$ cat src/rtl/fwd_bypass_unit.sv
// Operand bypass unit. A DEPTH-entry write scoreboard resolves rs_a/rs_b to RF, ALU or load data.
// Lookup has zero latency. stall holds upstream while a matching load is pending; issue is dropped while stalled.
module fwd_bypass_unit #(
  parameter int DATA_W = 8,
  parameter int REG_AW = 3,
  parameter int DEPTH  = 2
) (
  input  logic              clk,
  input  logic              rst_n,
  input  logic              flush,
  input  logic              issue,
  input  logic              issue_wr,
  input  logic [REG_AW-1:0] issue_rd,
  input  logic              issue_load,
  input  logic [DATA_W-1:0] issue_data,
  input  logic              mem_valid,
  input  logic [DATA_W-1:0] mem_data,
  input  logic [REG_AW-1:0] rs_a,
  input  logic [REG_AW-1:0] rs_b,
  input  logic [DATA_W-1:0] rf_a,
  input  logic [DATA_W-1:0] rf_b,
  output logic [DATA_W-1:0] out_a,
  output logic [DATA_W-1:0] out_b,
  output logic [1:0]        sel_a,
  output logic [1:0]        sel_b,
  output logic              stall,
  output logic              lost_load
);

  typedef struct packed {
    logic [DATA_W-1:0] dat;
    logic [1:0]        sel;
    logic              req;
  } res_t;

  logic [DEPTH-1:0]  v_q;
  logic [DEPTH-1:0]  pend_q;
  logic [DEPTH-1:0]  ld_q;
  logic [REG_AW-1:0] rd_q  [DEPTH];
  logic [DATA_W-1:0] dat_q [DEPTH];
  logic              lost_q;

  logic has_pend;
  int   oldest;
  logic fill;
  res_t res_a;
  res_t res_b;

  // Load data always belongs to the oldest outstanding load.
  always_comb begin
    has_pend = 1'b0;
    oldest   = 0;
    for (int i = 0; i < DEPTH; i++) begin
      if (v_q[i] && pend_q[i]) begin
        has_pend = 1'b1;
        oldest   = i;
      end
    end
  end

  assign fill = mem_valid && has_pend;

  // Walk oldest to youngest so the youngest match is the one that sticks.
  function automatic res_t resolve(input logic [REG_AW-1:0] rs, input logic [DATA_W-1:0] rf);
    res_t r;
    r.dat = rf;
    r.sel = 2'b00;
    r.req = 1'b0;
    for (int i = DEPTH - 1; i >= 0; i--) begin
      if (v_q[i] && rd_q[i] == rs) begin
        if (!pend_q[i]) begin
          r.dat = dat_q[i];
          r.sel = ld_q[i] ? 2'b10 : 2'b01;
          r.req = 1'b0;
        end else if (mem_valid && i == oldest) begin
          r.dat = mem_data;
          r.sel = 2'b10;
          r.req = 1'b0;
        end else begin
          r.dat = rf;
          r.sel = 2'b00;
          r.req = 1'b1;
        end
      end
    end
    return r;
  endfunction

  always_comb begin
    res_a = resolve(rs_a, rf_a);
    res_b = resolve(rs_b, rf_b);
  end

  assign out_a     = res_a.dat;
  assign sel_a     = res_a.sel;
  assign out_b     = res_b.dat;
  assign sel_b     = res_b.sel;
  assign stall     = res_a.req | res_b.req;
  assign lost_load = lost_q;

  always_ff @(posedge clk) begin
    if (!rst_n) begin
      v_q    <= '0;
      pend_q <= '0;
      ld_q   <= '0;
      lost_q <= 1'b0;
      for (int i = 0; i < DEPTH; i++) begin
        rd_q[i]  <= '0;
        dat_q[i] <= '0;
      end
    end else if (flush) begin
      v_q    <= '0;
      pend_q <= '0;
    end else begin
      for (int i = 1; i < DEPTH; i++) begin
        v_q[i]   <= v_q[i-1];
        rd_q[i]  <= rd_q[i-1];
        ld_q[i]  <= ld_q[i-1];
        pend_q[i] <= pend_q[i-1] && !(fill && oldest == i - 1);
        dat_q[i] <= (fill && oldest == i - 1) ? mem_data : dat_q[i-1];
      end
      if (issue && issue_wr && !stall) begin
        v_q[0]    <= 1'b1;
        rd_q[0]   <= issue_rd;
        ld_q[0]   <= issue_load;
        pend_q[0] <= issue_load;
        dat_q[0]  <= issue_load ? '0 : issue_data;
      end else begin
        v_q[0]    <= 1'b0;
        rd_q[0]   <= '0;
        ld_q[0]   <= 1'b0;
        pend_q[0] <= 1'b0;
        dat_q[0]  <= '0;
      end
      // Data with nowhere to go, or a load retiring before its data came back.
      if ((mem_valid && !has_pend) ||
          (v_q[DEPTH-1] && pend_q[DEPTH-1] && !(fill && oldest == DEPTH - 1)))
        lost_q <= 1'b1;
    end
  end

endmodule

$ cat config.mk
export PLATFORM = sky130hd
export DESIGN_NAME = fwd_bypass_unit
export DESIGN_NICKNAME = d
export VERILOG_FILES = /design/src/rtl/fwd_bypass_unit.sv
export SDC_FILE = /design/constraint.sdc
export NUM_CORES = 1
export LEC_CHECK = 0
export CAP_MARGIN = 20
export CORE_MARGIN = 2
export CORE_UTILIZATION = 47
export CTS_CLUSTER_DIAMETER = 200
export DETAILED_ROUTE_END_ITERATION = 7
export GPL_TIMING_DRIVEN = 0
export PLACE_DENSITY_LB_ADDON = 0.15
export RECOVER_POWER = 25
export SYNTH_ARGS = -nofsm -noshare
export SYNTH_HDL_FRONTEND = slang
export SYNTH_SLANG_ARGS = --single-unit
$ cat constraint.sdc
create_clock -name clk -period 6.1 [get_ports clk]
set_clock_uncertainty 0.15 [all_clocks]
set_input_delay 1.22 -clock clk [delete_from_list [all_inputs] [get_ports clk]]
set_output_delay 1.22 -clock clk [all_outputs]
set_load 0.05 [all_outputs]
### Word level (Yosys, flattened, before mapping)

Memory sizes are Yosys's and may differ from the RTL's.
Index checks and enable logic that the tools add are counted.

* add/sub/neg operators: 0
* $mul: 0
* divide/modulo/power cells: 0
* order comparisons: 0
* eq/ne operators: 6
* shift-type cells: 0
* muxes and demuxes: 38
* bitwise logic cells: 9
* reduce and logical (&&, ||, !) cells: 24

Operators by type and width (count)
* 2-to-1 mux 11 bit: 12
* 2-to-1 mux 8 bit: 5
* equality test 2 x 32 -> 1 bit (first input constant): 1
* equality test 32 x 2 -> 1 bit (second input constant): 1
* logical NOT 32 bit: 1
* logical AND 1 bit: 16
* 2-to-1 mux 1 bit: 16
* equality test 3 bit: 4
* 2-to-1 mux 3 bit: 3
* OR 1 bit: 7
* logical NOT 1 bit: 4
* 2-to-1 mux 2 bit: 2
* inverter 1 bit: 2
* AND reduction 2 bit: 1
* OR reduction 2 bit: 1
* logical OR 1 bit: 1

* register bits after elaboration: 7
* latch bits: 0
* RAM bits: 22
* memory bits (read-only): 0
* input bits: 48
* output and inout bits: 22
* word-level logic and storage cells: 83
* memories: 2

Memories
* dat_q: words 2, width 8, rd ports 2, clocked after memory_dff 0, write ports 2, line 40 `logic [DATA_W-1:0] dat_q [DEPTH];`
* rd_q: words 2, width 3, rd ports 2, clocked after memory_dff 0, write ports 2, line 39 `logic [REG_AW-1:0] rd_q [DEPTH];`

### Longest topological paths before layout

Gate-level depths: netlist of the first run.

* depth in word-level cells: 17
* depth in mapped cells: 6
* gate-level depth less buffers: 5

### Worst setup path after synthesis of the first run

OpenSTA, ideal clock, no wires.

* path type: input -> output
* from: input rs_a[1]
* to: output sel_a[1]
* arrival time: 2.961 ns
* data required time: 4.730 ns
* setup slack: 1.769 ns
* stages on the path: 3
* path buffers: 0
* cells stage by stage: xnor2_1 -> nand4_1 -> o32ai_1

* longest elaborated chain between the ends: 4
* elaborated cells on any way between the ends: 6
* those cells by class: 2 x eq/ne; 2 x mux; 2 x reduce/logical

Ends and longest elaborated chain
* from (decl): line 18 `input logic [REG_AW-1:0] rs_a,`
* equality test 3 bit: line 70 `if (v_q[i] && rd_q[i] == rs) begin`
* logical AND 1 bit: line 70
* 2-to-1 mux 11 bit: line 70
* 2-to-1 mux 11 bit *: line 70
* to (decl): line 24 `output logic [1:0] sel_a,`

Mark *: on every way between the ends. The rest lies on a longest branch, timed or not.

### Final worst setup path of the first run

* from: input rs_b[0]
* to: output out_b[6]

* longest elaborated chain between the ends: 4
* elaborated cells on any way between the ends: 6
* those cells by class: 2 x eq/ne; 2 x mux; 2 x reduce/logical

Ends and longest elaborated chain
* from (decl): line 19 `input logic [REG_AW-1:0] rs_b,`
* equality test 3 bit: line 70
* logical AND 1 bit: line 70
* 2-to-1 mux 11 bit: line 70
* 2-to-1 mux 11 bit *: line 70
* to (decl): line 23 `output logic [DATA_W-1:0] out_b,`

Marks and branches as above.

==> results of run 1 <==
-- cell usage in the layout (no fill, tap or decap), drive strengths merged, types with 2 or more instances in the layout --
cell | synthesis | final
and4 | 2 | 2
nor2 | 31 | 31
xnor2 | 12 | 12
mux2i | 14 | 14
clkinv | 0 | 2
buf | 2 | 2
o21ai | 5 | 5
inv | 3 | 3
nand4 | 4 | 4
dfxtp | 18 | 18
nand3 | 2 | 2
a21oi | 6 | 6
a21o | 3 | 3
nand2 | 8 | 8
edfxtp | 11 | 11
nor3 | 2 | 2
a221o | 14 | 14
clkdlybuf4s50 | 0 | 65
and2 | 7 | 7
o32ai | 2 | 2
clkbuf | 4 | 10
a21boi | 2 | 2
a31oi | 2 | 2
dlygate4sd3 | 0 | 4
nor2b | 4 | 4
a22o | 20 | 20
-- kinds of logic (layout without fill, tap and decap cells) --
logic type | count (synthesis) | after routing
compound gates | 61 | 61
buf+inv | 9 | 86
xor+xnor | 12 | 12
flops | 29 | 29
mux | 14 | 14
simple gates | 63 | 63
-- final timing paths --
kind / from / endpoint / slack, ps / cells after the start
min: lost_load$_SDFFE_PN0P_ / lost_load$_SDFFE_PN0P_ / 320 / 1
max reg2reg: v_q[1]$_SDFF_PN0_ / dat_q[1][6]$_SDFFCE_PN0P_ / 3910 / 4
max: rs_b[0] / out_b[6] / 840 / 8
min reg2reg: lost_load$_SDFFE_PN0P_ / lost_load$_SDFFE_PN0P_ / 320 / 1
-- layout make-up --
cell class	instances	area, um^2	share of cell area
Multi-Input combinational cell	150	1090	0.410
Sequential cell	29	691	0.259
Timing Repair Buffer	69	691	0.259
Clock buffer	6	82.6	0.0310
Tap cell	48	60.1	0.0225
Buffer	6	30.0	0.0113
Inverter	3	11.3	0.00422
Clock inverter	2	8.76	0.00328
-- power by group --
group	switching (W)	total [W]	leakage [nW]	internal, W
Clock	0.0000667	0.000156	0.0486	0.0000890
Combinational	0.0000514	0.000105	0.592	0.0000532
Sequential	0.00000398	0.000210	0.268	0.000206
-- metrics by stage --
step / instances / worst slack [ps] / total power, W / util
global route: 313 / 729 / 0.000488 / 0.718
floorplan: 188 / 1770 / 0.000266 / -
finish: 313 / 836 / 0.000471 / 0.718
detailed placement: 305 / 955 / 0.000319 / 0.695
global placement: 305 / 954 / 0.000318 / 0.695
CTS: 313 / 952 / 0.000474 / 0.720
-- registers in the layout (all words and copies together) (netlist names) --
signal     flops
dat_q         16
v_q            2
pend_q         2
lost_load      1
ld_q           2
rd_q           6
-- cell usage after synthesis, drive strengths merged (3+ instances only) --
library cell	number
a21o	3
a21oi	6
nand4	4
edfxtp	11
xnor2	12
o21ai	5
nor2	31
clkbuf	4
a22o	20
mux2i	14
nand2	8
inv	3
and2	7
dfxtp	18
nor2b	4
a221o	14
-- critical path, delay by kind of cell --
family | cells | cell delay [ps]
buffers and inverters | 3 | 1550
XOR/XNOR | 1 | 150
AO/OA/AOI/OAI | 2 | 570
AND/OR/NAND/NOR | 2 | 410
-- layer usage --
layer  GRT usage  vias to the layer above
li1            -                      882
met1       0.339                      796
met2       0.361                       88
met3      0.0545                        9
met4      0.0663                        0
met5           0                        -
==> impl_metrics.json, run 1 <==
{
  "muxShareOfSynthArea": 0.0765,
  "drc_errors": 0,
  "yosysSeqAreaShare": 0.377,
  "cts-hold-fix-buffers": 0,
  "stdcell_area_mm2": 0.00267,
  "fillers": 298,
  "synth_top_area_cell": "dfxtp_1",
  "row_count": 22,
  "grt_pass1_wl_um": 7940,
  "hold_path_class": "reg2reg",
  "die_w_um": 66.4,
  "max_freq_mhz": 190,
  "die_y_um": 66.4,
  "hpwlAfterDp_um": 3880,
  "avgViaCountPerCell": 5.67,
  "hold_viol_final": 0,
  "die_area_mm2": 0.00441,
  "core_mm2": 0.00372,
  "antenna_left": 0,
  "grt_pass1_vias": 1644,
  "h-tree-depth": 2,
  "ys_seq_elements": 29,
  "worstSetupPathType": "in2out",
  "synthCells": 188,
  "drt-pass1-iter-count": 4,
  "route.met3.wl_um": 438,
  "leakagePower_nw": 0.909,
  "cts_setup_buffers": 0,
  "finalWirelength_um": 4940,
  "synthTopCellsByArea": "dfxtp_1, edfxtp_1, a22o_1",
  "cp.required_ps": 4730,
  "synth_cell_types": 36,
  "global_route.overflow_total": 0,
  "cts_root_buf": "clkbuf_8",
  "clk_latency_ps": 270,
  "post_drt_wl_per_cell_um": 15.8,
  "max_slew.worst_pin.slew_ps": 941,
  "synthAdderAreaFrac": 0,
  "timing.hold.ws_ps": 318,
  "io_pins": 70,
  "drv_cap": 0,
  "placed_area_mm2": 0.00258,
  "crit_fanout": 7,
  "synth_xor_area_frac": 0.0574,
  "synth-simple-area-share": 0.172,
  "outcome": "finished clean",
  "synth_nets": 236,
  "place_congestion": 0.872,
  "cts_tree": "yes",
  "drtIter0Drc": 164,
  "initial_core_util": 0.493,
  "cp.arrival_ps": 3890,
  "grt_usage": 0.239,
  "end_kind": "output pin",
  "antenna_found_initial": 0,
  "postSynthAreaPerCell_um2": 9.74,
  "ys_warn_count": 0,
  "clk_pin_slew_worst_paths_ps": 60,
  "critPathSlowestCell": "clkdlybuf4s50_1",
  "path_cells": "dlygate4sd3_1, xnor2_1, and4_1, buf_4, nand2_1, a21boi_2, a221o_1, clkdlybuf4s50_1",
  "nets": 312,
  "wl_met2_um": 2040,
  "yosysTopAreaCellShare": 0.197,
  "synth_top_family_by_area": "compound AO/OA/AOI/OAI gates",
  "synth_edf_count": 11,
  "synth-compound-area-share": 0.294,
  "syn-cell-area_mm2": 0.00183,
  "io_buffer_count": 69,
  "cts_buffers": 5,
  "peakVddDrop_v": 0.000136,
  "drive_above_1_share": 0.0642,
  "synth_flop_cell": "dfxtp_1",
  "cts.sinks": 29,
  "via_count": 1775,
  "area_growth_pct": 45.6,
  "async_flop_share": 0,
  "cts.path.max_buffers": 2,
  "crit_path_start_kind": "primary input",
  "power.density_mw_per_mm2": 177,
  "finalCriticalPeriod_ps": 5260,
  "setup_violations": 0,
  "setup_tns_ps": 0,
  "diodes": 0,
  "post_cts_resized": 0,
  "relSlewSlack": 0.370,
  "met1_length_um": 2400,
  "finalCritPeriodShare": 0.863,
  "grt_max_degree": 12,
  "slew_viol_final": 0,
  "rsz0062_at_grt": "no",
  "routed.top_layer": "met4",
  "max_stage_delay_ps": 800
}
(Power assumes the default switching activity.)
==> inputs of run 2 (changes only) <==
--- a/config.mk
+++ b/config.mk
@@ -13,6 +13,7 @@
 export GPL_TIMING_DRIVEN = 0
 export PLACE_DENSITY_LB_ADDON = 0.15
 export RECOVER_POWER = 25
+export SETUP_SLACK_MARGIN = 0.5
 export SYNTH_ARGS = -nofsm -noshare
 export SYNTH_HDL_FRONTEND = slang
 export SYNTH_SLANG_ARGS = --single-unit
==> results of run 2 <==
Same layout as run 1: the final DEF is identical, and so are final timing and power.
==> inputs of run 3 (changes only) <==
--- a/config.mk
+++ b/config.mk
@@ -11,7 +11,7 @@
 export CTS_CLUSTER_DIAMETER = 200
 export DETAILED_ROUTE_END_ITERATION = 7
 export GPL_TIMING_DRIVEN = 0
-export PLACE_DENSITY_LB_ADDON = 0.15
+export PLACE_DENSITY_LB_ADDON = 0.25
 export RECOVER_POWER = 25
 export SETUP_SLACK_MARGIN = 0.5
 export SYNTH_ARGS = -nofsm -noshare
==> impl_metrics.json, run 3 (synthesis gave the netlist of run 1 again) <==
{
  "min_path_cells": 1,
  "hold_path_class": "reg2reg",
  "h-tree-depth": 2,
  "slew_viol_final": 0,
  "cts_setup_buffers": 0,
  "core_mm2": 0.00372,
  "final_cell_mix": "clkdlybuf4s50_1, nor2_1, a22o_1",
  "worstSetupPathType": "in2out",
  "drv_cap": 0,
  "setup_violations": 0,
  "grt_max_degree": 12,
  "drc_errors": 0,
  "io_pins": 70,
  "cts_buffers": 5,
  "io_buffer_count": 69,
  "use_met2": 0.353,
  "nets": 312,
  "cts_tree": "yes",
  "grt_pass1_vias": 1617,
  "reg2reg_from": "v_q[1]$_SDFF_PN0_",
  "ff2ff_path_depth": 4,
  "die_w_um": 66.4,
  "relSlewSlack": 0.384,
  "clk_latency_ps": 280,
  "antenna_left": 0,
  "finalPower_w": 0.000461,
  "largest_register_ffs": 16,
  "setup_ws_ps": 801,
  "outcome": "finished clean",
  "row_count": 22,
  "post_drt_wl_per_cell_um": 15.5,
  "max_slew.worst_pin.slew_ps": 920,
  "end_kind": "output pin",
  "largest_register": "dat_q",
  "finalCriticalPeriod_ps": 5300,
  "fillers": 311,
  "crit_path_start_kind": "primary input",
  "global_route.overflow_total": 0,
  "die_y_um": 66.4,
  "power.density_mw_per_mm2": 174,
  "layout.area.seq_um2": 691,
  "finalCritPeriodShare": 0.869,
  "final_cells": 313,
  "hold_start": "lost_load$_SDFFE_PN0P_",
  "clk_pin_slew_worst_paths_ps": 50,
  "top_usage_layer": "met2",
  "hpwlAfterDp_um": 3860,
  "drt-pass1-iter-count": 5,
  "cp.arrival_ps": 3930,
  "rsz0062_at_grt": "no",
  "r2r_end": "dat_q[1][7]$_SDFFCE_PN0P_",
  "rrSetupSlack_ps": 3970,
  "avgViaCountPerCell": 5.58,
  "top_regs": "dat_q x16, rd_q x6",
  "cp.required_ps": 4730,
  "finalWirelength_um": 4850,
  "die_area_mm2": 0.00441,
  "grt_use_met1": 0.338,
  "post_cts_resized": 0,
  "initial_core_util": 0.493,
  "area_growth_pct": 45.1,
  "setup_tns_ps": 0,
  "grt_pass1_wl_um": 7780,
  "drive_above_1_share": 0.0604,
  "peakVddDrop_v": 0.000195,
  "met3_usage": 0.0494,
  "crit_fanout": 7,
  "antenna_found_initial": 0,
  "diodes": 0,
  "cts_root_buf": "clkbuf_8",
  "placed_cells": 305,
  "multi_input_area_mm2": 0.00109,
  "hold_viol_final": 0,
  "pre_cts_ws_ps": 919,
  "leakagePower_nw": 0.909,
  "max_freq_mhz": 189,
  "final_common_cell": "clkdlybuf4s50_1",
  "drtIter0Drc": 178,
  "cts.path.max_buffers": 2,
  "postLayoutCoreUtil": 0.715,
  "cts-hold-fix-buffers": 0,
  "place_congestion": 0.834,
  "holdPathEnd": "lost_load$_SDFFE_PN0P_",
  "cts.sinks": 29,
  "via_count": 1745,
  "grt_usage": 0.233
}
==> run 3: cell types whose count changed in the layout (fill, tap and decap cells not counted) <==
cell / previous run / this run
clkinv_1: 1 / 0
a21bo_2: 1 / 0
clkbuf_8: 6 / 5
clkinv_2: 1 / 2
clkbuf_1: 4 / 5
a21bo_1: 0 / 1
==> run 3: worst max-delay path by stage <==
stage | start | to | slack (ps) | cells past startpoint
after detailed placement | rs_b[1] | out_b[0] | 920 | 8
after global routing | rs_b[1] | out_b[0] | 650 | 8
after global placement | rs_a[1] | out_a[3] | 940 | 8
after CTS | rs_b[1] | out_b[0] | 910 | 8
final | rs_b[1] | out_b[3] | 800 | 8
after floorplan | rs_a[1] | sel_a[1] | 1770 | 3
==> run 3: power breakdown <==
group / switching (W) / internal [W] / total, W
Combinational: 0.0000512 / 0.0000531 / 0.000104
Sequential: 0.00000408 / 0.000206 / 0.000211
Clock: 0.0000679 / 0.0000787 / 0.000147
Total: 0.000123 / 0.000338 / 0.000461
==> run 3: per-layer routing <==
metal  routed length [um]  vias up  part of all wire
met5                    0        -                 0
met4                   47        0            0.0097
met3                  360        6             0.074
met2                 2100       77              0.43
met1                 2340      787              0.48
li1                     -      875                 -
==> run 3: cell type report <==
| type | count | area share |
|---|---|---|
| buffer | 6 | 0.0113 |
| clock buffer | 6 | 0.0273 |
| clock inverter | 2 | 0.00377 |
| inverter | 3 | 0.00424 |
| multi-input combinational | 150 | 0.411 |
| sequential | 29 | 0.260 |
| tap | 48 | 0.0226 |
| timing repair buffer | 69 | 0.260 |
==> run 3: through the flow <==
| stage | hold WS [ps] | area [um^2] |
|---|---|---|
| 3_5_place_dp | 315 | 2580 |
| 6_report | 319 | 2660 |
| 5_1_grt | 365 | 2660 |
| 4_1_cts | 331 | 2670 |
| 2_1_floorplan | 303 | 1830 |
| 3_3_place_gp | 309 | 2580 |
==> run 3: worst max-delay path, stage by stage <==
cell,delay (ps)
dlygate4sd3_1,590
xnor2_1,160
and4_1,200
buf_4,160
nand2_1,210
a21boi_2,370
a221o_1,210
clkdlybuf4s50_1,800
